File: config.mk
export PLATFORM = sky130hd
export DESIGN_NAME = hazard_scoreboard_flat
export DESIGN_NICKNAME = d
export VERILOG_FILES = /design/src/rtl/hazard_scoreboard_pkg.sv /design/src/rtl/hazard_scoreboard_if.sv /design/src/rtl/hazard_sb_regs.sv /design/src/rtl/hazard_scoreboard.sv /design/src/flat_wrapper.sv
export SDC_FILE = /design/constraint.sdc
export NUM_CORES = 1
export LEC_CHECK = 0
export ABC_AREA = 1
export BUFFER_PORTS_ARGS = -buffer_cell sky130_fd_sc_hd__buf_2
export CORE_ASPECT_RATIO = 2
export CORE_MARGIN = 2
export CORE_UTILIZATION = 49
export CTS_BUF_LIST = sky130_fd_sc_hd__clkbuf_8
export CTS_CLUSTER_DIAMETER = 30
export DETAILED_ROUTE_END_ITERATION = 8
export PLACE_DENSITY = 0.66
export SKIP_CTS_REPAIR_TIMING = 1
export SYNTH_ARGS = -nofsm -noshare
export SYNTH_HDL_FRONTEND = slang
export SYNTH_HIERARCHICAL = 1
export SYNTH_SLANG_ARGS = --single-unit
File: constraint.sdc
create_clock -name clk -period 3.4 [get_ports clk]
set_clock_uncertainty 0.15 [all_clocks]
set_input_delay 0.68 -clock clk [delete_from_list [all_inputs] [get_ports clk]]
set_output_delay 0.68 -clock clk [all_outputs]
set_load 0.005 [all_outputs]
File: src/rtl/hazard_scoreboard_pkg.sv
// Shared definitions for the ID-stage hazard unit: stall-cause encodings,
// default ECALL source register and the base opcodes the decoder keys on.
package hazard_scoreboard_pkg;

  localparam logic [6:0] OPC_LOAD   = 7'b0000011;
  localparam logic [6:0] OPC_OP_IMM = 7'b0010011;
  localparam logic [6:0] OPC_OP     = 7'b0110011;
  localparam logic [6:0] OPC_SYSTEM = 7'b1110011;

  // a7 carries the syscall number read by ECALL
  localparam int unsigned ECALL_REG_DEFAULT = 17;

  typedef enum logic [1:0] {
    HZ_NONE   = 2'b00,
    HZ_EX     = 2'b01,
    HZ_SB     = 2'b10,
    HZ_STRUCT = 2'b11
  } hz_cause_e;

endpackage

File: src/rtl/hazard_scoreboard_if.sv
// Bundle between the pipeline (ID/EX/long-latency writeback) and the hazard unit.
interface hazard_scoreboard_if #(
  parameter int unsigned REG_W = 5,
  parameter int unsigned OUT_W = 3,
  parameter int unsigned CNT_W = 32
);
  import hazard_scoreboard_pkg::*;

  logic             id_valid;
  logic             id_flush;
  logic [REG_W-1:0] id_rs1;
  logic [REG_W-1:0] id_rs2;
  logic             id_use_rs1;
  logic             id_use_rs2;
  logic [REG_W-1:0] id_rd;
  logic             id_reg_write;
  logic             id_long;
  logic             id_is_ecall;
  logic [REG_W-1:0] ex_rd;
  logic             ex_reg_write;
  logic             ex_mem_read;
  logic             lu_done;
  logic [REG_W-1:0] lu_rd;

  logic             stall;
  hz_cause_e        stall_cause;
  logic [OUT_W-1:0] outstanding;
  logic [CNT_W-1:0] stall_cycles;
  logic             sb_err;

  modport master (
    output id_valid, id_flush, id_rs1, id_rs2, id_use_rs1, id_use_rs2,
           id_rd, id_reg_write, id_long, id_is_ecall,
           ex_rd, ex_reg_write, ex_mem_read, lu_done, lu_rd,
    input  stall, stall_cause, outstanding, stall_cycles, sb_err
  );

  modport slave (
    input  id_valid, id_flush, id_rs1, id_rs2, id_use_rs1, id_use_rs2,
           id_rd, id_reg_write, id_long, id_is_ecall,
           ex_rd, ex_reg_write, ex_mem_read, lu_done, lu_rd,
    output stall, stall_cause, outstanding, stall_cycles, sb_err
  );

endinterface

File: src/rtl/hazard_sb_regs.sv
// Per-register pending-write bits with issue-set, completion-clear and the
// completion-cycle bypass view used by the hazard checks.
module hazard_sb_regs #(
  parameter int unsigned NUM_REGS = 32,
  parameter int unsigned REG_W    = 5
) (
  input  logic                clk,
  input  logic                reset_n,
  input  logic                issue,
  input  logic [REG_W-1:0]    issue_rd,
  input  logic                lu_done,
  input  logic [REG_W-1:0]    lu_rd,
  output logic [NUM_REGS-1:0] pend_eff,
  output logic                done_valid
);

  logic [NUM_REGS-1:0] pend_q;
  logic [NUM_REGS-1:0] pend_nxt;

  // Bit 0 is never written, so x0 reads as not pending everywhere
  always_comb begin
    done_valid = lu_done & pend_q[lu_rd];
    pend_eff   = pend_q;
    if (lu_done) pend_eff[lu_rd] = 1'b0;
    pend_nxt = pend_q;
    if (done_valid) pend_nxt[lu_rd] = 1'b0;
    // set after clear: same-register issue and completion stays pending
    if (issue) pend_nxt[issue_rd] = 1'b1;
    pend_nxt[0] = 1'b0;
  end

  always_ff @(posedge clk or negedge reset_n) begin
    if (!reset_n) pend_q <= '0;
    else          pend_q <= pend_nxt;
  end

endmodule

File: src/rtl/hazard_scoreboard.sv
// ID-stage hazard unit: EX load-use/ECALL checks, pending-write scoreboard
// for long-latency units, outstanding-op limit and stall statistics.
module hazard_scoreboard
  import hazard_scoreboard_pkg::*;
#(
  parameter int unsigned NUM_REGS  = 32,
  parameter int unsigned REG_W     = 5,
  parameter int unsigned MAX_OUT   = 4,
  parameter int unsigned ECALL_REG = ECALL_REG_DEFAULT,
  parameter int unsigned CNT_W     = 32
) (
  input logic          clk,
  input logic          reset_n,
  hazard_scoreboard_if.slave hz
);

  localparam int unsigned OUT_W = $clog2(MAX_OUT + 1);

  logic [NUM_REGS-1:0] pend_eff;
  logic                done_valid;
  logic                gate;
  logic                ex_hz;
  logic                sb_hz;
  logic                st_hz;
  logic                stall_raw;
  logic                issue;
  hz_cause_e           cause;
  logic [OUT_W-1:0]    out_q;
  logic [OUT_W-1:0]    out_nxt;
  logic [CNT_W-1:0]    cyc_q;
  logic [CNT_W-1:0]    cyc_nxt;
  logic                err_q;

  hazard_sb_regs #(
    .NUM_REGS (NUM_REGS),
    .REG_W    (REG_W)
  ) u_regs (
    .clk        (clk),
    .reset_n    (reset_n),
    .issue      (issue),
    .issue_rd   (hz.id_rd),
    .lu_done    (hz.lu_done),
    .lu_rd      (hz.lu_rd),
    .pend_eff   (pend_eff),
    .done_valid (done_valid)
  );

  // Hazard terms, priority encode and issue decision
  always_comb begin
    gate  = hz.id_valid & ~hz.id_flush;
    ex_hz = gate & (
              (hz.ex_mem_read & (hz.ex_rd != '0) &
               ((hz.id_use_rs1 & (hz.id_rs1 == hz.ex_rd)) |
                (hz.id_use_rs2 & (hz.id_rs2 == hz.ex_rd)))) |
              (hz.id_is_ecall & hz.ex_reg_write & (hz.ex_rd == REG_W'(ECALL_REG))));
    sb_hz = gate & (
              (hz.id_use_rs1 & pend_eff[hz.id_rs1]) |
              (hz.id_use_rs2 & pend_eff[hz.id_rs2]) |
              (hz.id_reg_write & (hz.id_rd != '0) & pend_eff[hz.id_rd]) |
              (hz.id_is_ecall & pend_eff[REG_W'(ECALL_REG)]));
    st_hz = gate & hz.id_long & (out_q == OUT_W'(MAX_OUT)) & ~done_valid;
    stall_raw = ex_hz | sb_hz | st_hz;
    cause = HZ_NONE;
    if (ex_hz)      cause = HZ_EX;
    else if (sb_hz) cause = HZ_SB;
    else if (st_hz) cause = HZ_STRUCT;
    issue = gate & ~stall_raw & hz.id_long & hz.id_reg_write & (hz.id_rd != '0);
  end

  // Counter next-state; issue and completion together cancel out
  always_comb begin
    out_nxt = out_q;
    if (issue && !done_valid && out_q != OUT_W'(MAX_OUT)) out_nxt = out_q + OUT_W'(1);
    else if (!issue && done_valid && out_q != '0)         out_nxt = out_q - OUT_W'(1);
    cyc_nxt = cyc_q;
    if (stall_raw && cyc_q != '1) cyc_nxt = cyc_q + CNT_W'(1);
  end

  always_ff @(posedge clk or negedge reset_n) begin
    if (!reset_n) begin
      out_q <= '0;
      cyc_q <= '0;
      err_q <= 1'b0;
    end else begin
      out_q <= out_nxt;
      cyc_q <= cyc_nxt;
      if (hz.lu_done && !done_valid) err_q <= 1'b1;
    end
  end

  // Combinational outputs are forced quiet while reset is held
  assign hz.stall        = reset_n & stall_raw;
  assign hz.stall_cause  = reset_n ? cause : HZ_NONE;
  assign hz.outstanding  = out_q;
  assign hz.stall_cycles = cyc_q;
  assign hz.sb_err       = err_q;

endmodule

File: src/flat_wrapper.sv
// flat-port wrapper written by rule: the top's interface ports become plain ports
module hazard_scoreboard_flat import hazard_scoreboard_pkg::*;
#(
  parameter int unsigned NUM_REGS  = 32,
  parameter int unsigned REG_W     = 5,
  parameter int unsigned MAX_OUT   = 4,
  parameter int unsigned ECALL_REG = ECALL_REG_DEFAULT,
  parameter int unsigned CNT_W     = 32
)
  (clk, reset_n, hz_id_valid, hz_id_flush, hz_id_rs1, hz_id_rs2, hz_id_use_rs1, hz_id_use_rs2, hz_id_rd, hz_id_reg_write, hz_id_long, hz_id_is_ecall, hz_ex_rd, hz_ex_reg_write, hz_ex_mem_read, hz_lu_done, hz_lu_rd, hz_stall, hz_stall_cause, hz_outstanding, hz_stall_cycles, hz_sb_err);
  hazard_scoreboard_if #(.REG_W(REG_W), .OUT_W(($clog2(MAX_OUT + 1))), .CNT_W(CNT_W)) hz_i ();
  input logic clk;
  input logic reset_n;
  input wire logic [$bits(hz_i.id_valid)-1:0] hz_id_valid;
  input wire logic [$bits(hz_i.id_flush)-1:0] hz_id_flush;
  input wire logic [$bits(hz_i.id_rs1)-1:0] hz_id_rs1;
  input wire logic [$bits(hz_i.id_rs2)-1:0] hz_id_rs2;
  input wire logic [$bits(hz_i.id_use_rs1)-1:0] hz_id_use_rs1;
  input wire logic [$bits(hz_i.id_use_rs2)-1:0] hz_id_use_rs2;
  input wire logic [$bits(hz_i.id_rd)-1:0] hz_id_rd;
  input wire logic [$bits(hz_i.id_reg_write)-1:0] hz_id_reg_write;
  input wire logic [$bits(hz_i.id_long)-1:0] hz_id_long;
  input wire logic [$bits(hz_i.id_is_ecall)-1:0] hz_id_is_ecall;
  input wire logic [$bits(hz_i.ex_rd)-1:0] hz_ex_rd;
  input wire logic [$bits(hz_i.ex_reg_write)-1:0] hz_ex_reg_write;
  input wire logic [$bits(hz_i.ex_mem_read)-1:0] hz_ex_mem_read;
  input wire logic [$bits(hz_i.lu_done)-1:0] hz_lu_done;
  input wire logic [$bits(hz_i.lu_rd)-1:0] hz_lu_rd;
  output wire logic [$bits(hz_i.stall)-1:0] hz_stall;
  output wire logic [$bits(hz_i.stall_cause)-1:0] hz_stall_cause;
  output wire logic [$bits(hz_i.outstanding)-1:0] hz_outstanding;
  output wire logic [$bits(hz_i.stall_cycles)-1:0] hz_stall_cycles;
  output wire logic [$bits(hz_i.sb_err)-1:0] hz_sb_err;
  assign hz_i.id_valid = hz_id_valid;
  assign hz_i.id_flush = hz_id_flush;
  assign hz_i.id_rs1 = hz_id_rs1;
  assign hz_i.id_rs2 = hz_id_rs2;
  assign hz_i.id_use_rs1 = hz_id_use_rs1;
  assign hz_i.id_use_rs2 = hz_id_use_rs2;
  assign hz_i.id_rd = hz_id_rd;
  assign hz_i.id_reg_write = hz_id_reg_write;
  assign hz_i.id_long = hz_id_long;
  assign hz_i.id_is_ecall = hz_id_is_ecall;
  assign hz_i.ex_rd = hz_ex_rd;
  assign hz_i.ex_reg_write = hz_ex_reg_write;
  assign hz_i.ex_mem_read = hz_ex_mem_read;
  assign hz_i.lu_done = hz_lu_done;
  assign hz_i.lu_rd = hz_lu_rd;
  assign hz_stall = hz_i.stall;
  assign hz_stall_cause = hz_i.stall_cause;
  assign hz_outstanding = hz_i.outstanding;
  assign hz_stall_cycles = hz_i.stall_cycles;
  assign hz_sb_err = hz_i.sb_err;
  hazard_scoreboard #(.NUM_REGS(NUM_REGS), .REG_W(REG_W), .MAX_OUT(MAX_OUT), .ECALL_REG(ECALL_REG), .CNT_W(CNT_W)) u_core (.clk(clk), .reset_n(reset_n), .hz(hz_i));
endmodule
# --- Word level (Yosys, flattened, before mapping) ---
# Cells that the tools add are included.
# W data, S select, Z words.
totals:
  reg_bits: 67
  inputBits: 37
op_classes:
  n_addsub: 3
  n_lt_le_gt_ge: 6
  n_eq_ne: 6
  n_mux: 21
  bitwise_logic: 36
  reduce_logical: 14
op_table:
  columns: ["operator", "count"]
  rows:
  - ["$mux W32", 3]
  - ["$add A32 B1 Y32 const B", 1]
  - ["$and A32 B32 Y32", 1]
  - ["$ne A32 B32 Y1 const B", 1]
  - ["$not A32 Y32", 1]
  - ["$or A32 B32 Y32", 1]
  - ["$lt A5 B6 Y1 const B", 4]
  - ["$and A1 B1 Y1", 23]
  - ["$bmux W1 S5", 4]
  - ["$demux W1 S5", 2]
  - ["$eq A5 B5 Y1", 2]
  - ["$ge A5 B1 Y1 const B", 2]
  - ["$reduce_bool A5 Y1", 2]
  - ["$logic_and A1 B1 Y1", 8]
  - ["$mux W2", 4]
  - ["$or A1 B1 Y1", 7]
  - ["$mux W1", 6]
  - ["$mux W3", 2]
  - ["$eq A5 B5 Y1 const B", 1]
  - ["$add A3 B1 Y3 const B", 1]
  - ["$eq A3 B3 Y1 const B", 1]
  - ["$ne A3 B3 Y1 const B", 1]
  - ["$not A1 Y1", 3]
  - ["$reduce_bool A3 Y1", 1]
  - ["3 further kinds", 4]

# --- Logic depth before layout (Yosys ltp) ---
# Gate-level depths: netlist of the first run.
logic_depth:
  depth_word: 26
  ltp_mapped: 24
  depth_no_buf: 22

# --- Hierarchy ---
# Netlist of the first run, hierarchy kept.
modules_own_cells:
  columns: ["mod", "n_inst", "cells_each", "area_each_um2"]
  rows:
  - ["hazard_scoreboard", 1, 566, 3449.6]
  - ["hazard_sb_regs", 1, 257, 1828.0]

# --- Worst setup path before layout of the first run ---
# No wires, ideal clock.
synth_path:
  kind: "input-to-reg"
  startpoint: "input port hz_lu_rd[1]"
  endpoint: "register u_core.out_q[2], in the netlist u_core/hz.outstanding[2]"
  arrival_ns: 3.111
  slack_ns: 0.021
  cell_stages: 24
  n_path_buf: 2
  path_cell_list: "buf_4 -> inv_2 -> buf_6 -> nor3_4 -> inv_2 -> o21ai_1 -> inv_1 -> nand2_1 -> nand3_1 -> nand3_1 -> nand2_1 -> nand2_1 -> nand3_1 -> nand3_1 -> nand2_1 -> nor2_1 -> nor2_1 -> nor2_1 -> nand4_1 -> fa_1 -> inv_1 -> nand4_1 -> nand3_1 -> nand2_1"
synth_between:
  elab_chain_len: 25
synth_rtl:
  columns: ["item", "line", "rtl"]
  rows:
  - ["from (decl)", "flat_wrapper.sv:28", "input wire logic [$bits(hz_i.lu_rd)-1:0] hz_lu_rd;"]
  - ["$lt A5 B6 Y1 (not written as such) or $ge A5 B1 Y1 (tied branches)", "hazard_sb_regs.sv:24", "if (lu_done) pend_eff[lu_rd] = 1'b0;"]
  - ["$logic_and A1 B1 Y1 (not written as such)", "hazard_sb_regs.sv:24", null]
  - ["$mux W1 (not written as such)", "hazard_sb_regs.sv:24", null]
  - ["$demux W1 S5 (*)", "hazard_sb_regs.sv:24", null]
  - ["$not A32 Y32 (no source line) (*)", null, null]
  - ["$and A32 B32 Y32 (no source line) (*)", null, null]
  - ["$mux W32 (*)", "hazard_sb_regs.sv:24", null]
  - ["named net u_core.pend_eff[19]", "hazard_scoreboard.sv:19", "logic [NUM_REGS-1:0] pend_eff;"]
  - ["[... 5 more ...]", null, null]
  - ["$or A1 B1 Y1 (*)", "hazard_scoreboard.sv:59", "(hz.id_reg_write & (hz.id_rd != '0) & pend_eff[hz.id_rd]) |"]
  - ["$and A1 B1 Y1 (*)", "hazard_scoreboard.sv:56", "sb_hz = gate & ("]
  - ["$or A1 B1 Y1 (*) (2 in a row)", "hazard_scoreboard.sv:62", "stall_raw = ex_hz | sb_hz | st_hz;"]
  - ["$not A1 Y1 (*)", "hazard_scoreboard.sv:67", "issue = gate & ~stall_raw & hz.id_long & hz.id_reg_write & (hz.id_rd != '0);"]
  - ["$and A1 B1 Y1 (*) (4 in a row)", "hazard_scoreboard.sv:67", null]
  - ["$logic_not A1 Y1", "hazard_scoreboard.sv:74", "else if (!issue && done_valid && out_q != '0) out_nxt = out_q - OUT_W'(1);"]
  - ["$logic_and A1 B1 Y1 (2 in a row)", "hazard_scoreboard.sv:74", null]
  - ["$reduce_bool A2 Y1 (no source line)", null, null]
  - ["to (signal assigned)", "hazard_scoreboard.sv:85", "out_q <= out_nxt;"]
  - ["to (decl)", "hazard_scoreboard.sv:28", "logic [OUT_W-1:0] out_q;"]
# The timed path passes the listed nets; every way through them passes the cells marked *. The select of a mux whose other input is x is not followed.
# A chain may end at the register's enable or synchronous reset.

# --- Final worst setup path of the first run ---
layout_path:
  startpoint: "input port hz_lu_rd[0]"
  endpoint: "output port hz_stall_cause[1]"
layout_between:
  elab_chain_len: 17
layout_rtl:
  columns: ["item", "line", "rtl"]
  rows:
  - ["$lt A5 B6 Y1 (not written as such) or $ge A5 B1 Y1 (tied branches)", "hazard_sb_regs.sv:24", null]
  - ["$logic_and A1 B1 Y1 (not written as such)", "hazard_sb_regs.sv:24", null]
  - ["$mux W1 (not written as such)", "hazard_sb_regs.sv:24", null]
  - ["$demux W1 S5 (*)", "hazard_sb_regs.sv:24", null]
  - ["$not A32 Y32 (no source line) (*)", null, null]
  - ["$and A32 B32 Y32 (no source line) (*)", null, null]
  - ["$mux W32 (*)", "hazard_sb_regs.sv:24", null]
  - ["named net u_core.pend_eff[23]", "hazard_scoreboard.sv:19", null]
  - ["[... 2 more ...]", null, null]
  - ["$and A1 B1 Y1 (on tied branches)", "hazard_scoreboard.sv:57, hazard_scoreboard.sv:58", null]
  - ["$or A1 B1 Y1", "hazard_scoreboard.sv:57", "(hz.id_use_rs1 & pend_eff[hz.id_rs1]) |"]
  - ["$or A1 B1 Y1 (*)", "hazard_scoreboard.sv:58", "(hz.id_use_rs2 & pend_eff[hz.id_rs2]) |"]
  - ["$or A1 B1 Y1 (*)", "hazard_scoreboard.sv:59", null]
  - ["$and A1 B1 Y1 (*)", "hazard_scoreboard.sv:56", null]
  - ["$mux W2 (*)", "hazard_scoreboard.sv:65", "else if (sb_hz) cause = HZ_SB;"]
  - ["$mux W2 (*)", "hazard_scoreboard.sv:64", "if (ex_hz) cause = HZ_EX;"]
  - ["$mux W2 (*)", "hazard_scoreboard.sv:93", "assign hz.stall_cause = reset_n ? cause : HZ_NONE;"]
  - ["to (decl)", "flat_wrapper.sv:30", "output wire logic [$bits(hz_i.stall_cause)-1:0] hz_stall_cause;"]
# Marked as above.

==> results of run 1 <==
[power by group]
part / internal, W / switching [W]
logic: 0.000371 / 0.000588
registers: 0.000927 / 0.000139
clock network: 0.000368 / 0.000303
[cells by family (layout without fill, tap and decap cells)]
kind of cell / count (synthesis) / count (layout) / share of synthesized area
AO/OA/AOI/OAI: 92 / 92 / 0.0972
other: 1 / 1 / 0.000711
flip-flops: 67 / 67 / 0.318
buffers and inverters: 134 / 258 / 0.115
adder cells (fa/ha/maj): 2 / 2 / 0.00616
AND/OR/NAND/NOR: 499 / 499 / 0.417
XOR/XNOR: 28 / 28 / 0.0465
[cells in the mapped netlist]
| library cell | count | area (µm²) |
|---|---|---|
| sky130_fd_sc_hd__xnor2_1 | 1 | 8.76 |
| sky130_fd_sc_hd__inv_1 | 94 | 353 |
| sky130_fd_sc_hd__buf_4 | 9 | 67.6 |
| sky130_fd_sc_hd__nor3_1 | 31 | 155 |
| sky130_fd_sc_hd__xor2_1 | 27 | 236 |
| sky130_fd_sc_hd__nand3b_1 | 1 | 7.51 |
| sky130_fd_sc_hd__a21oi_1 | 5 | 25.0 |
| sky130_fd_sc_hd__nor3_2 | 4 | 40.0 |
| sky130_fd_sc_hd__a31oi_1 | 2 | 12.5 |
| sky130_fd_sc_hd__nand2_4 | 1 | 11.3 |
| sky130_fd_sc_hd__conb_1 | 1 | 3.75 |
| sky130_fd_sc_hd__o21bai_1 | 3 | 22.5 |
| sky130_fd_sc_hd__a21o_1 | 1 | 7.51 |
| sky130_fd_sc_hd__nor4_1 | 3 | 18.8 |
| sky130_fd_sc_hd__dfrtp_1 | 67 | 1680 |
| sky130_fd_sc_hd__nor2_1 | 44 | 165 |
| sky130_fd_sc_hd__nand4_1 | 11 | 68.8 |
| sky130_fd_sc_hd__nand3_2 | 2 | 20.0 |
| sky130_fd_sc_hd__nor3_4 | 2 | 32.5 |
| sky130_fd_sc_hd__nand3_1 | 113 | 566 |
| sky130_fd_sc_hd__nand3b_4 | 1 | 20.0 |
| sky130_fd_sc_hd__nor3b_1 | 1 | 7.51 |
| sky130_fd_sc_hd__nand2_2 | 8 | 50.1 |
| sky130_fd_sc_hd__buf_6 | 7 | 78.8 |
| sky130_fd_sc_hd__inv_4 | 3 | 18.8 |
| sky130_fd_sc_hd__ha_1 | 1 | 12.5 |
| sky130_fd_sc_hd__a21boi_0 | 1 | 7.51 |
| sky130_fd_sc_hd__buf_2 | 6 | 30.0 |
| sky130_fd_sc_hd__inv_2 | 15 | 56.3 |
| sky130_fd_sc_hd__nand2_1 | 277 | 1040 |
| sky130_fd_sc_hd__o22ai_1 | 6 | 37.5 |
| sky130_fd_sc_hd__o21ai_2 | 8 | 70.1 |
| sky130_fd_sc_hd__o21ai_0 | 42 | 210 |
| sky130_fd_sc_hd__fa_1 | 1 | 20.0 |
| sky130_fd_sc_hd__o21ai_1 | 24 | 120 |
[per-layer routing]
layer	routed length (µm)	track usage
met1	6270	0.293
met2	10700	0.632
met3	826	0.0447
met4	1730	0.282
met5	0	0
[critical path, stage by stage]
cell                       delay, ps
sky130_fd_sc_hd__buf_12           90
sky130_fd_sc_hd__buf_8           100
sky130_fd_sc_hd__inv_4            30
sky130_fd_sc_hd__nor3_4          210
sky130_fd_sc_hd__clkinv_4        200
sky130_fd_sc_hd__o21ai_4         200
sky130_fd_sc_hd__inv_2            70
sky130_fd_sc_hd__nand2_1          90
sky130_fd_sc_hd__nand3_2         120
sky130_fd_sc_hd__nand3_2         110
sky130_fd_sc_hd__nand2_1          60
sky130_fd_sc_hd__nand2_1          60
sky130_fd_sc_hd__nand3_1          90
sky130_fd_sc_hd__nand3_2          90
sky130_fd_sc_hd__nand2_2          80
sky130_fd_sc_hd__nor2_2          130
sky130_fd_sc_hd__nor2_1           50
sky130_fd_sc_hd__nor2_1          160
sky130_fd_sc_hd__buf_4           140
sky130_fd_sc_hd__nor2_2           30
sky130_fd_sc_hd__buf_2           120
[final cells by class]
type / count / share of cell area
multi-input cells: 622 / 0.498
flip-flops and latches: 67 / 0.251
repair buffers: 131 / 0.130
inverters: 112 / 0.0657
well taps: 137 / 0.0257
clock buffers: 11 / 0.0227
clock inverters: 4 / 0.00638
[worst min-delay path by stage]
stage	slack, ps	cells after the start	endpoint	start
2_1_floorplan	230	0	u_core/hz.outstanding[0]	reset_n
3_3_place_gp	290	1	u_core/hz.sb_err	u_core/hz.sb_err
3_5_place_dp	300	1	u_core/hz.sb_err	u_core/hz.sb_err
4_1_cts	-20	1	u_core/hz.sb_err	reset_n
5_1_grt	360	1	u_core/hz.sb_err	u_core/hz.sb_err
6_report	330	1	u_core/hz.sb_err	u_core/hz.sb_err
[through the flow]
step / setup WS (ps) / setup TNS, ps
after floorplan: 21.4 / 0
after detailed placement: -509 / -11820
after global routing: -488 / -1760
after CTS: -454 / -1320
after global placement: -478 / -13760
final: -359 / -1040
[sequential cells by signal (all words and copies together) (netlist names)]
signal,count
u_core/hz.outstanding,3
u_core/hz.sb_err,1
u_core/hz.stall_cycles,32
u_core/u_regs/pend_q,31
==> impl_metrics.xml, run 1 <==
<?xml version="1.0" encoding="UTF-8"?>
<metrics>
  <group name="cells_and_area">
    <metric name="final_cell_mix" unit="">sky130_fd_sc_hd__nand2_1 (264), sky130_fd_sc_hd__nand3_1 (92), sky130_fd_sc_hd__inv_1 (82)</metric>
    <metric name="layout.filler_cells" unit="">1045</metric>
    <metric name="num_antenna_cells" unit="">0</metric>
    <metric name="area.growth.synth_to_final" unit="%">26.4</metric>
    <metric name="multiInputGateArea" unit="µm²">3320</metric>
    <metric name="share_of_the_core_filled_with_cells_in_the_final_layout" unit="">0.637</metric>
    <metric name="final_common_cell" unit="">sky130_fd_sc_hd__nand2_1</metric>
    <metric name="drive_gt1_frac" unit="">0.277</metric>
    <metric name="final_cells" unit="">1084</metric>
    <metric name="regArea" unit="µm²">1680</metric>
    <metric name="net_count_of_the_finished_layout" unit="">982</metric>
    <metric name="finish.instance_area" unit="µm²">6670</metric>
  </group>
  <group name="status">
    <metric name="outcome" unit="">finished with violations</metric>
    <metric name="violations" unit="">setup timing</metric>
  </group>
  <group name="clocking">
    <metric name="clock_tree.root_cell" unit="">sky130_fd_sc_hd__clkbuf_8</metric>
    <metric name="htree_levels" unit="">3</metric>
    <metric name="cts.path.max_buffers" unit="">2</metric>
    <metric name="tritoncts" unit="">done</metric>
    <metric name="clk_pin_slew_worst_paths" unit="ps">70</metric>
    <metric name="clock_latency" unit="ps">360</metric>
    <metric name="cts-buffers-inserted" unit="">9</metric>
    <metric name="cts_sinks" unit="">67</metric>
  </group>
  <group name="pwr">
    <metric name="leakage_power_figure" unit="nW">3.46</metric>
    <metric name="finalPower" unit="W">0.00270</metric>
    <metric name="power.ir.vdd_worst" unit="V">0.000432</metric>
    <metric name="power.density_cell_area" unit="nW/µm²">404</metric>
  </group>
  <group name="floorplan">
    <metric name="floorplan.core_area" unit="µm²">10500</metric>
    <metric name="die_w" unit="µm">77.4</metric>
    <metric name="io_pins" unit="">76</metric>
    <metric name="initial_core_utilization" unit="">0.504</metric>
    <metric name="placementRows" unit="">53</metric>
    <metric name="die-height" unit="µm">151</metric>
    <metric name="dieArea" unit="µm²">11700</metric>
  </group>
  <group name="drt">
    <metric name="dr.pass1.iters" unit="">5</metric>
    <metric name="via_count" unit="">6171</metric>
    <metric name="totalWireLength" unit="µm">19600</metric>
    <metric name="dr.first_iter.drc_count" unit="">389</metric>
    <metric name="post_drt_via_cell_ratio" unit="">5.69</metric>
    <metric name="drt_drc_violations_left" unit="">0</metric>
    <metric name="route.detailed.wl_per_inst" unit="µm">18.0</metric>
    <metric name="antenna_left" unit="">0</metric>
  </group>
  <group name="global_route">
    <metric name="first_global_vias" unit="">6156</metric>
    <metric name="grt_antenna_before_repair" unit="">0</metric>
    <metric name="overflow" unit="">0</metric>
    <metric name="grt_max_degree" unit="">64</metric>
    <metric name="grtUsageTotal" unit="">0.329</metric>
    <metric name="grt_first_pass_wirelength" unit="µm">29500</metric>
  </group>
  <group name="sta">
    <metric name="rsz0062_at_grt" unit="">yes</metric>
    <metric name="finalWorstSetupSlack" unit="ps">-359</metric>
    <metric name="fin_hold_ws" unit="ps">333</metric>
    <metric name="timing.fmax" unit="GHz">0.266</metric>
    <metric name="final_critical_path_time_including_i_o_delays_and_setup" unit="ps">3760</metric>
    <metric name="slew_headroom" unit="">0.450</metric>
    <metric name="drv_slew" unit="">0</metric>
    <metric name="tcrit_tclk_final" unit="">1.11</metric>
    <metric name="timing_worst_slew_pin_value" unit="ps">824</metric>
    <metric name="hold_violations" unit="">0</metric>
    <metric name="setup-violations-final" unit="">5</metric>
  </group>
  <group name="synth">
    <metric name="mappedNetlistNets" unit="">862</metric>
    <metric name="synth_seq_area_share" unit="">0.318</metric>
    <metric name="synth_area_per_cell" unit="µm²">6.41</metric>
    <metric name="unique_masters_post_synth" unit="">35</metric>
    <metric name="ys.warnings.count" unit="">6</metric>
    <metric name="ys_seq_elements" unit="">67</metric>
    <metric name="syn_inst" unit="">823</metric>
    <metric name="netlist_area" unit="µm²">5280</metric>
  </group>
  <group name="worst_setup_path">
    <metric name="timing.critical_path.arrival" unit="ps">2930</metric>
    <metric name="critical_path.endpoint_type" unit="">output port</metric>
    <metric name="rrSetupSlack" unit="ps">500</metric>
    <metric name="cp-startpoint" unit="">hz_lu_rd[0]</metric>
    <metric name="regToRegEndpoint" unit="">u_core/hz.outstanding[2]</metric>
    <metric name="cp.required" unit="ps">2570</metric>
    <metric name="worst_setup_path_endpoint" unit="">hz_stall_cause[1]</metric>
    <metric name="worst-setup-path-type" unit="">input pin to output port</metric>
    <metric name="r2r_cells" unit="">19</metric>
    <metric name="worst-path-max-fanout" unit="">8</metric>
    <metric name="r2r_start" unit="">u_core/u_regs/pend_q[22]</metric>
    <metric name="cp-start-kind" unit="">input pin</metric>
  </group>
  <group name="placed_design">
    <metric name="placed_area" unit="µm²">6030</metric>
    <metric name="dp_hpwl" unit="µm">15100</metric>
    <metric name="numPlacedInstances" unit="">1060</metric>
    <metric name="io_buffers" unit="">75</metric>
    <metric name="globalplace.congestion" unit="">0.966</metric>
  </group>
  <group name="run">
    <metric name="cap_violations" unit="">0</metric>
  </group>
  <group name="hold_path">
    <metric name="timing.hold.worst.class" unit="">flop to flop</metric>
  </group>
</metrics>
(Power assumes the default switching activity.)
==> run 2: changes to the inputs <==
Settings changed: SYNTH_HIERARCHICAL 1 to unset.
==> run 2 against run 1 <==
Net effect:
- the run still ends with setup timing left
- core utilization increased by 2.6 points
- final cell count decreased by 1.1%
- global-route usage grew 3.4 points
- register-to-register slack better by 190 ps
- via count is 2.7% higher
- clock power down 0.6%
- maximum frequency increased by 9.6%
- cell area rose by 3.4%
- combinational power down 9.8%
- count of clock-buffer cells in the layout fell by 1
==> impl_metrics.xml, run 2 <==
<?xml version="1.0" encoding="UTF-8"?>
<metrics>
  <group name="status">
    <metric name="outcome" unit="">finished with violations</metric>
    <metric name="violations" unit="">setup timing</metric>
  </group>
  <group name="global_route">
    <metric name="overflow" unit="">0</metric>
    <metric name="grt_first_pass_wirelength" unit="µm">31600</metric>
    <metric name="first_global_vias" unit="">6279</metric>
    <metric name="grt_antenna_before_repair" unit="">0</metric>
    <metric name="grt_max_degree" unit="">51</metric>
    <metric name="grtUsageTotal" unit="">0.363</metric>
  </group>
  <group name="worst_setup_path">
    <metric name="critPathBufInv" unit="">3</metric>
    <metric name="worst-path-max-fanout" unit="">5</metric>
    <metric name="critical_path.endpoint_type" unit="">output port</metric>
    <metric name="max_stage_delay" unit="ps">200</metric>
    <metric name="cp_top_family" unit="">simple AND/OR/NAND/NOR gates</metric>
    <metric name="cp-start-kind" unit="">input pin</metric>
    <metric name="timing.critical_path.slowest_stage_cell" unit="">sky130_fd_sc_hd__nor2_4</metric>
    <metric name="crit_chain" unit="">buf_6 -&gt; buf_4 -&gt; nand2_1 -&gt; nor2_4 -&gt; nand2_2 -&gt; nand3_1 -&gt; nand3_1 -&gt; nand3_1 -&gt; nand3_1 -&gt; nand3_1 -&gt; nand2_1 -&gt; nand2_1 -&gt; nand3_2 -&gt; nand2_4 -&gt; nand3_2 -&gt; a21boi_1 -&gt; buf_2</metric>
    <metric name="worst-setup-path-type" unit="">input pin to output port</metric>
    <metric name="timing.critical_path.arrival" unit="ps">2600</metric>
    <metric name="critical_path.most_common_cell" unit="">sky130_fd_sc_hd__nand3_1</metric>
    <metric name="cp.required" unit="ps">2570</metric>
  </group>
  <group name="cells_and_area">
    <metric name="net_count_of_the_finished_layout" unit="">970</metric>
    <metric name="regArea" unit="µm²">1680</metric>
    <metric name="area.growth.synth_to_final" unit="%">33.3</metric>
    <metric name="share_of_the_core_filled_with_cells_in_the_final_layout" unit="">0.663</metric>
    <metric name="layout.filler_cells" unit="">946</metric>
    <metric name="final_common_cell" unit="">sky130_fd_sc_hd__nand2_1</metric>
    <metric name="num_antenna_cells" unit="">0</metric>
    <metric name="largest_register_ffs" unit="">32</metric>
    <metric name="final_cells" unit="">1072</metric>
    <metric name="multiInputGateArea" unit="µm²">3470</metric>
    <metric name="final_cell_mix" unit="">sky130_fd_sc_hd__nand2_1 (197), sky130_fd_sc_hd__nand3_1 (152), sky130_fd_sc_hd__buf_2 (67), sky130_fd_sc_hd__dfrtp_1 (67), sky130_fd_sc_hd__inv_1 (64)</metric>
    <metric name="drive_gt1_frac" unit="">0.292</metric>
  </group>
  <group name="placed_design">
    <metric name="globalplace.congestion" unit="">1.02</metric>
    <metric name="numPlacedInstances" unit="">1047</metric>
    <metric name="dp_hpwl" unit="µm">16400</metric>
    <metric name="post-place-ws" unit="ps">-258</metric>
    <metric name="io_buffers" unit="">75</metric>
  </group>
  <group name="sta">
    <metric name="drv_slew" unit="">0</metric>
    <metric name="hold_violations" unit="">0</metric>
    <metric name="timing.fmax" unit="GHz">0.292</metric>
    <metric name="setup-violations-final" unit="">1</metric>
    <metric name="slew_headroom" unit="">0.372</metric>
    <metric name="tcrit_tclk_final" unit="">1.01</metric>
    <metric name="timing_worst_slew_pin_value" unit="ps">935</metric>
    <metric name="rsz0062_at_grt" unit="">yes</metric>
    <metric name="final_critical_path_time_including_i_o_delays_and_setup" unit="ps">3430</metric>
    <metric name="finalWorstSetupSlack" unit="ps">-30.3</metric>
  </group>
  <group name="clocking">
    <metric name="cts_sinks" unit="">67</metric>
    <metric name="clock_tree.root_cell" unit="">sky130_fd_sc_hd__clkbuf_8</metric>
    <metric name="cts.path.max_buffers" unit="">2</metric>
    <metric name="htree_levels" unit="">3</metric>
    <metric name="clock_latency" unit="ps">360</metric>
    <metric name="tritoncts" unit="">done</metric>
    <metric name="clk_pin_slew_worst_paths" unit="ps">70</metric>
    <metric name="cts-buffers-inserted" unit="">9</metric>
  </group>
  <group name="floorplan">
    <metric name="die-height" unit="µm">149</metric>
    <metric name="placementRows" unit="">53</metric>
    <metric name="io_pins" unit="">76</metric>
    <metric name="dieArea" unit="µm²">11400</metric>
    <metric name="die_w" unit="µm">76.7</metric>
    <metric name="initial_core_utilization" unit="">0.497</metric>
    <metric name="floorplan.core_area" unit="µm²">10400</metric>
  </group>
  <group name="synth">
    <metric name="synth_most_common_cell" unit="">sky130_fd_sc_hd__nand2_1</metric>
    <metric name="syn_inst" unit="">793</metric>
    <metric name="synth_top_cell_by_area" unit="">sky130_fd_sc_hd__dfrtp_1</metric>
    <metric name="synth_enable_flop_cells" unit="">0</metric>
    <metric name="synth_seq_area_share" unit="">0.324</metric>
    <metric name="synthFlopType" unit="">sky130_fd_sc_hd__dfrtp_1</metric>
    <metric name="synth_area_per_cell" unit="µm²">6.52</metric>
    <metric name="mappedNetlistNets" unit="">832</metric>
    <metric name="unique_masters_post_synth" unit="">41</metric>
    <metric name="netlist_top_cells_count" unit="">sky130_fd_sc_hd__nand2_1 (253), sky130_fd_sc_hd__nand3_1 (161), sky130_fd_sc_hd__inv_1 (70)</metric>
    <metric name="netlist_area" unit="µm²">5170</metric>
    <metric name="yosys-top-cells-area" unit="">sky130_fd_sc_hd__dfrtp_1 (32%), sky130_fd_sc_hd__nand2_1 (18%), sky130_fd_sc_hd__nand3_1 (16%)</metric>
    <metric name="synth_top_area_frac" unit="">0.324</metric>
    <metric name="ys.warnings.count" unit="">0</metric>
    <metric name="asyncSetResetFlopFracSynth" unit="">1.00</metric>
    <metric name="ys_seq_elements" unit="">67</metric>
  </group>
  <group name="drt">
    <metric name="dr.first_iter.drc_count" unit="">544</metric>
    <metric name="drt_drc_violations_left" unit="">0</metric>
    <metric name="dr.pass1.iters" unit="">6</metric>
    <metric name="antenna_left" unit="">0</metric>
    <metric name="totalWireLength" unit="µm">20900</metric>
    <metric name="via_count" unit="">6339</metric>
    <metric name="post_drt_via_cell_ratio" unit="">5.91</metric>
    <metric name="route.detailed.wl_per_inst" unit="µm">19.5</metric>
  </group>
  <group name="pwr">
    <metric name="leakage_power_figure" unit="nW">3.36</metric>
    <metric name="power.ir.vdd_worst" unit="V">0.000337</metric>
    <metric name="power.density_cell_area" unit="nW/µm²">376</metric>
  </group>
  <group name="run">
    <metric name="cap_violations" unit="">0</metric>
  </group>
  <group name="hold_path">
    <metric name="timing.hold.worst.class" unit="">input pin to async pin</metric>
  </group>
</metrics>
==> run 2: cell types whose count changed in the layout (fill, tap and decap cells not counted), sizes merged, moves of 14 or more <==
| cell | change |
|---|---|
| inv | -37 |
| nand2 | -28 |
| nand3 | +47 |
| nor2 | +23 |
| nor3 | -14 |
| o21ai | -42 |
==> run 2: path summary, 6_finish.rpt <==
check,startpoint,end,slack (ps),cells after the start
min in group clk,u_core.hz.sb_err,u_core.hz.sb_err,350,1
min,reset_n,u_core.hz.outstanding[1],120,1
max,hz_lu_rd[4],hz_stall_cause[0],-30,17
max in group asynchronous,reset_n,u_core.u_regs.pend_q[31],1960,2
max reg2reg,u_core.u_regs.pend_q[27],u_core.hz.outstanding[2],690,20
min reg2reg,u_core.hz.sb_err,u_core.hz.sb_err,350,1
==> run 2: final cells by class <==
type | count | share of cell area
well taps | 137 | 0.0248
repair buffers | 144 | 0.156
multi-input cells | 633 | 0.503
inverters | 76 | 0.0450
clock inverters | 5 | 0.00798
flip-flops and latches | 67 | 0.243
clock buffers | 10 | 0.0199
==> run 2: kinds of logic (layout without fill, tap and decap cells) <==
| kind of cell | after synthesis | in the layout | synth area share |
|---|---|---|---|
| and+or+nand+nor | 529 | 529 | 0.455 |
| buffers and inverters | 93 | 235 | 0.0742 |
| AOI/OAI and AO/OA | 72 | 72 | 0.0892 |
| DFF | 67 | 67 | 0.324 |
| xor gates and xnor gates | 30 | 30 | 0.0508 |
| adders and majority gates | 2 | 2 | 0.00629 |
==> run 2: power by group <==
group / leakage (nW) / total, W / internal, W / switching (W)
registers: 0.890 / 0.00106 / 0.000912 / 0.000150
clock network: 0.0995 / 0.000667 / 0.000352 / 0.000315
logic: 2.37 / 0.000865 / 0.000350 / 0.000515
total: 3.36 / 0.00259 / 0.00161 / 0.000980
==> run 2: per-layer routing <==
metal | wire (µm) | up-vias | GRT usage
met5 | 0 | - | 0
met4 | 2090 | 0 | 0.330
met3 | 956 | 130 | 0.0400
met2 | 11300 | 349 | 0.685
met1 | 6570 | 2928 | 0.330
li1 | - | 2932 | -
==> run 2: per-stage QoR <==
stage	area, µm²	setup TNS (ps)	hold WS [ps]	total power (W)
2_1_floorplan	5170	0	234	0.00148
3_3_place_gp	6140	-1430	306	0.00182
3_5_place_dp	6140	-1610	336	0.00185
4_1_cts	6330	-482	114	0.00251
5_1_grt	6900	-263	144	0.00273
6_report	6900	-30.3	115	0.00259
==> run 3: changes to the inputs <==
Settings changed: SLEW_MARGIN set to 20.
Clock period 3.4 ns to 3.5 ns, I/O delays scaled along.
==> run 3 against run 2 <==
Net effect:
- the run now ends clean
- combinational power fell by 2.7%
- wire length rose by 2.7%
- first-iteration DRC count fell by 21%
- power fell by 3.4%
- critical path depth rose by 1
- sequential power barely moved
- count of clock-buffer cells in the layout fell by 1
- core utilization fell by 0.072 points
==> impl_metrics.xml, run 3 (synthesized netlist as in run 2, its figures left out) <==
<?xml version="1.0" encoding="UTF-8"?>
<metrics>
  <group name="status">
    <metric name="outcome" unit="">completed</metric>
  </group>
  <group name="sta">
    <metric name="setup-violations-final" unit="">0</metric>
    <metric name="finalWorstSetupSlack" unit="ps">88.5</metric>
    <metric name="drv_slew" unit="">0</metric>
    <metric name="final_critical_path_time_including_i_o_delays_and_setup" unit="ps">3410</metric>
    <metric name="slew_headroom" unit="">0.388</metric>
    <metric name="timing.fmax" unit="GHz">0.293</metric>
    <metric name="tcrit_tclk_final" unit="">0.975</metric>
    <metric name="timing_worst_slew_pin_value" unit="ps">911</metric>
    <metric name="rsz0062_at_grt" unit="">yes</metric>
    <metric name="timing.setup.tns" unit="ps">0</metric>
    <metric name="hold_violations" unit="">0</metric>
  </group>
  <group name="drt">
    <metric name="detailed_route_wire_length_on_metal_1" unit="µm">6520</metric>
    <metric name="totalWireLength" unit="µm">21500</metric>
    <metric name="drt_drc_violations_left" unit="">0</metric>
    <metric name="route.detailed.wl_per_inst" unit="µm">20.1</metric>
    <metric name="met2RoutedLength" unit="µm">11400</metric>
    <metric name="dr.pass1.iters" unit="">6</metric>
    <metric name="post_drt_via_cell_ratio" unit="">5.97</metric>
    <metric name="wl_met3" unit="µm">1230</metric>
    <metric name="antenna_left" unit="">0</metric>
    <metric name="via_count" unit="">6373</metric>
    <metric name="topRoutingLayerUsed" unit="">met4</metric>
    <metric name="dr.first_iter.drc_count" unit="">432</metric>
  </group>
  <group name="placed_design">
    <metric name="dp_hpwl" unit="µm">16500</metric>
    <metric name="post-place-ws" unit="ps">-155</metric>
    <metric name="placed_area" unit="µm²">6070</metric>
    <metric name="globalplace.congestion" unit="">1.07</metric>
    <metric name="io_buffers" unit="">75</metric>
  </group>
  <group name="worst_setup_path">
    <metric name="crit_chain" unit="">clkbuf_4 -&gt; inv_8 -&gt; nor2_4 -&gt; buf_12 -&gt; buf_6 -&gt; nand2_4 -&gt; nand3_2 -&gt; nand3_2 -&gt; nand3_2 -&gt; nand3_1 -&gt; nand3b_1 -&gt; nand2_1 -&gt; nand2_1 -&gt; nand3_2 -&gt; nand2_4 -&gt; nand3_2 -&gt; a21boi_1 -&gt; buf_2</metric>
    <metric name="max_stage_delay" unit="ps">210</metric>
    <metric name="cp-start-kind" unit="">input pin</metric>
    <metric name="timing.critical_path.arrival" unit="ps">2560</metric>
    <metric name="timing.critical_path.slowest_stage_cell" unit="">sky130_fd_sc_hd__clkbuf_4</metric>
    <metric name="worst-setup-path-type" unit="">input pin to output port</metric>
    <metric name="critical_path.endpoint_type" unit="">output port</metric>
    <metric name="cp.required" unit="ps">2650</metric>
    <metric name="cp_top_family" unit="">simple AND/OR/NAND/NOR gates</metric>
    <metric name="critical_path.most_common_cell" unit="">sky130_fd_sc_hd__nand3_2</metric>
    <metric name="worst-path-max-fanout" unit="">8</metric>
    <metric name="r2r_start" unit="">u_core.u_regs.pend_q[17]</metric>
    <metric name="cp-startpoint" unit="">hz_lu_done</metric>
    <metric name="critPathBufInv" unit="">5</metric>
  </group>
  <group name="floorplan">
    <metric name="io_pins" unit="">76</metric>
    <metric name="floorplan.core_area" unit="µm²">10400</metric>
    <metric name="placementRows" unit="">53</metric>
    <metric name="initial_core_utilization" unit="">0.497</metric>
    <metric name="die_w" unit="µm">76.7</metric>
    <metric name="dieArea" unit="µm²">11400</metric>
    <metric name="die-height" unit="µm">149</metric>
  </group>
  <group name="cells_and_area">
    <metric name="area.growth.synth_to_final" unit="%">33.2</metric>
    <metric name="largest_register_ffs" unit="">32</metric>
    <metric name="final_common_cell" unit="">sky130_fd_sc_hd__nand2_1</metric>
    <metric name="net_count_of_the_finished_layout" unit="">965</metric>
    <metric name="regArea" unit="µm²">1680</metric>
    <metric name="layout.filler_cells" unit="">979</metric>
    <metric name="multiInputGateArea" unit="µm²">3580</metric>
    <metric name="final_cell_mix" unit="">sky130_fd_sc_hd__nand2_1 (190), sky130_fd_sc_hd__nand3_1 (137), sky130_fd_sc_hd__buf_2 (69)</metric>
    <metric name="num_antenna_cells" unit="">0</metric>
    <metric name="share_of_the_core_filled_with_cells_in_the_final_layout" unit="">0.662</metric>
    <metric name="drive_gt1_frac" unit="">0.303</metric>
    <metric name="finish.instance_area" unit="µm²">6890</metric>
  </group>
  <group name="clocking">
    <metric name="clock_latency" unit="ps">360</metric>
    <metric name="htree_levels" unit="">3</metric>
    <metric name="clk_pin_slew_worst_paths" unit="ps">70</metric>
    <metric name="cts-buffers-inserted" unit="">9</metric>
    <metric name="tritoncts" unit="">done</metric>
    <metric name="cts.path.max_buffers" unit="">2</metric>
    <metric name="clock_tree.root_cell" unit="">sky130_fd_sc_hd__clkbuf_8</metric>
    <metric name="cts_sinks" unit="">67</metric>
  </group>
  <group name="run">
    <metric name="cap_violations" unit="">0</metric>
  </group>
  <group name="global_route">
    <metric name="grt_max_degree" unit="">37</metric>
    <metric name="grtUsageTotal" unit="">0.367</metric>
    <metric name="overflow" unit="">0</metric>
    <metric name="first_global_vias" unit="">6264</metric>
    <metric name="grt_first_pass_wirelength" unit="µm">31900</metric>
    <metric name="grt_antenna_before_repair" unit="">0</metric>
  </group>
  <group name="pwr">
    <metric name="finalPower" unit="W">0.00250</metric>
    <metric name="leakage_power_figure" unit="nW">3.40</metric>
    <metric name="power.density_cell_area" unit="nW/µm²">363</metric>
    <metric name="power.ir.vdd_worst" unit="V">0.000337</metric>
  </group>
  <group name="hold_path">
    <metric name="timing.hold.worst.class" unit="">input pin to async pin</metric>
  </group>
</metrics>
[run 3: final timing paths]
path / endpoint / slack [ps] / cells past startpoint
max: hz_stall_cause[0] / 90 / 18
min: u_core.u_regs.pend_q[14] / 270 / 2
max reg2reg: u_core.hz.outstanding[2] / 860 / 14
min reg2reg: u_core.hz.sb_err / 330 / 1
max in group asynchronous: u_core.hz.stall_cycles[19] / 2530 / 2
min in group clk: u_core.hz.sb_err / 330 / 1
[run 3: report_power, final]
| group | internal, W | total, W | switching (W) |
|---|---|---|---|
| combinational | 0.000330 | 0.000842 | 0.000512 |
| sequential | 0.000885 | 0.00103 | 0.000145 |
| clock | 0.000321 | 0.000633 | 0.000312 |
[run 3: area by class of cell]
type / count / area share
Clock buffer: 9 / 0.0180
Timing Repair Buffer: 138 / 0.141
Tap cell: 137 / 0.0249
Sequential cell: 67 / 0.243
Clock inverter: 7 / 0.00908
Inverter: 76 / 0.0439
Multi-Input combinational cell: 634 / 0.520
[run 3: stage by stage]
step | std cells | hold slack (ps)
global placement | 1041 | 328
CTS | 1057 | 274
floorplan | 793 | 254
finish | 1068 | 272
detailed placement | 1041 | 317
global route | 1068 | 307
[run 3: routing by layer]
metal | vias up | track usage
met5 | - | 0
met4 | 0 | 0.341
met3 | 136 | 0.0502
met2 | 352 | 0.690
met1 | 2971 | 0.327
li1 | 2914 | -
[run 3: worst register-to-register path: cells and delay by family, from the launching register on]
kind            cells  cell delay [ps]
fa+ha+maj           1              390
buf+inv             3              350
flops               1              430
simple gates        8              720
compound gates      2              480
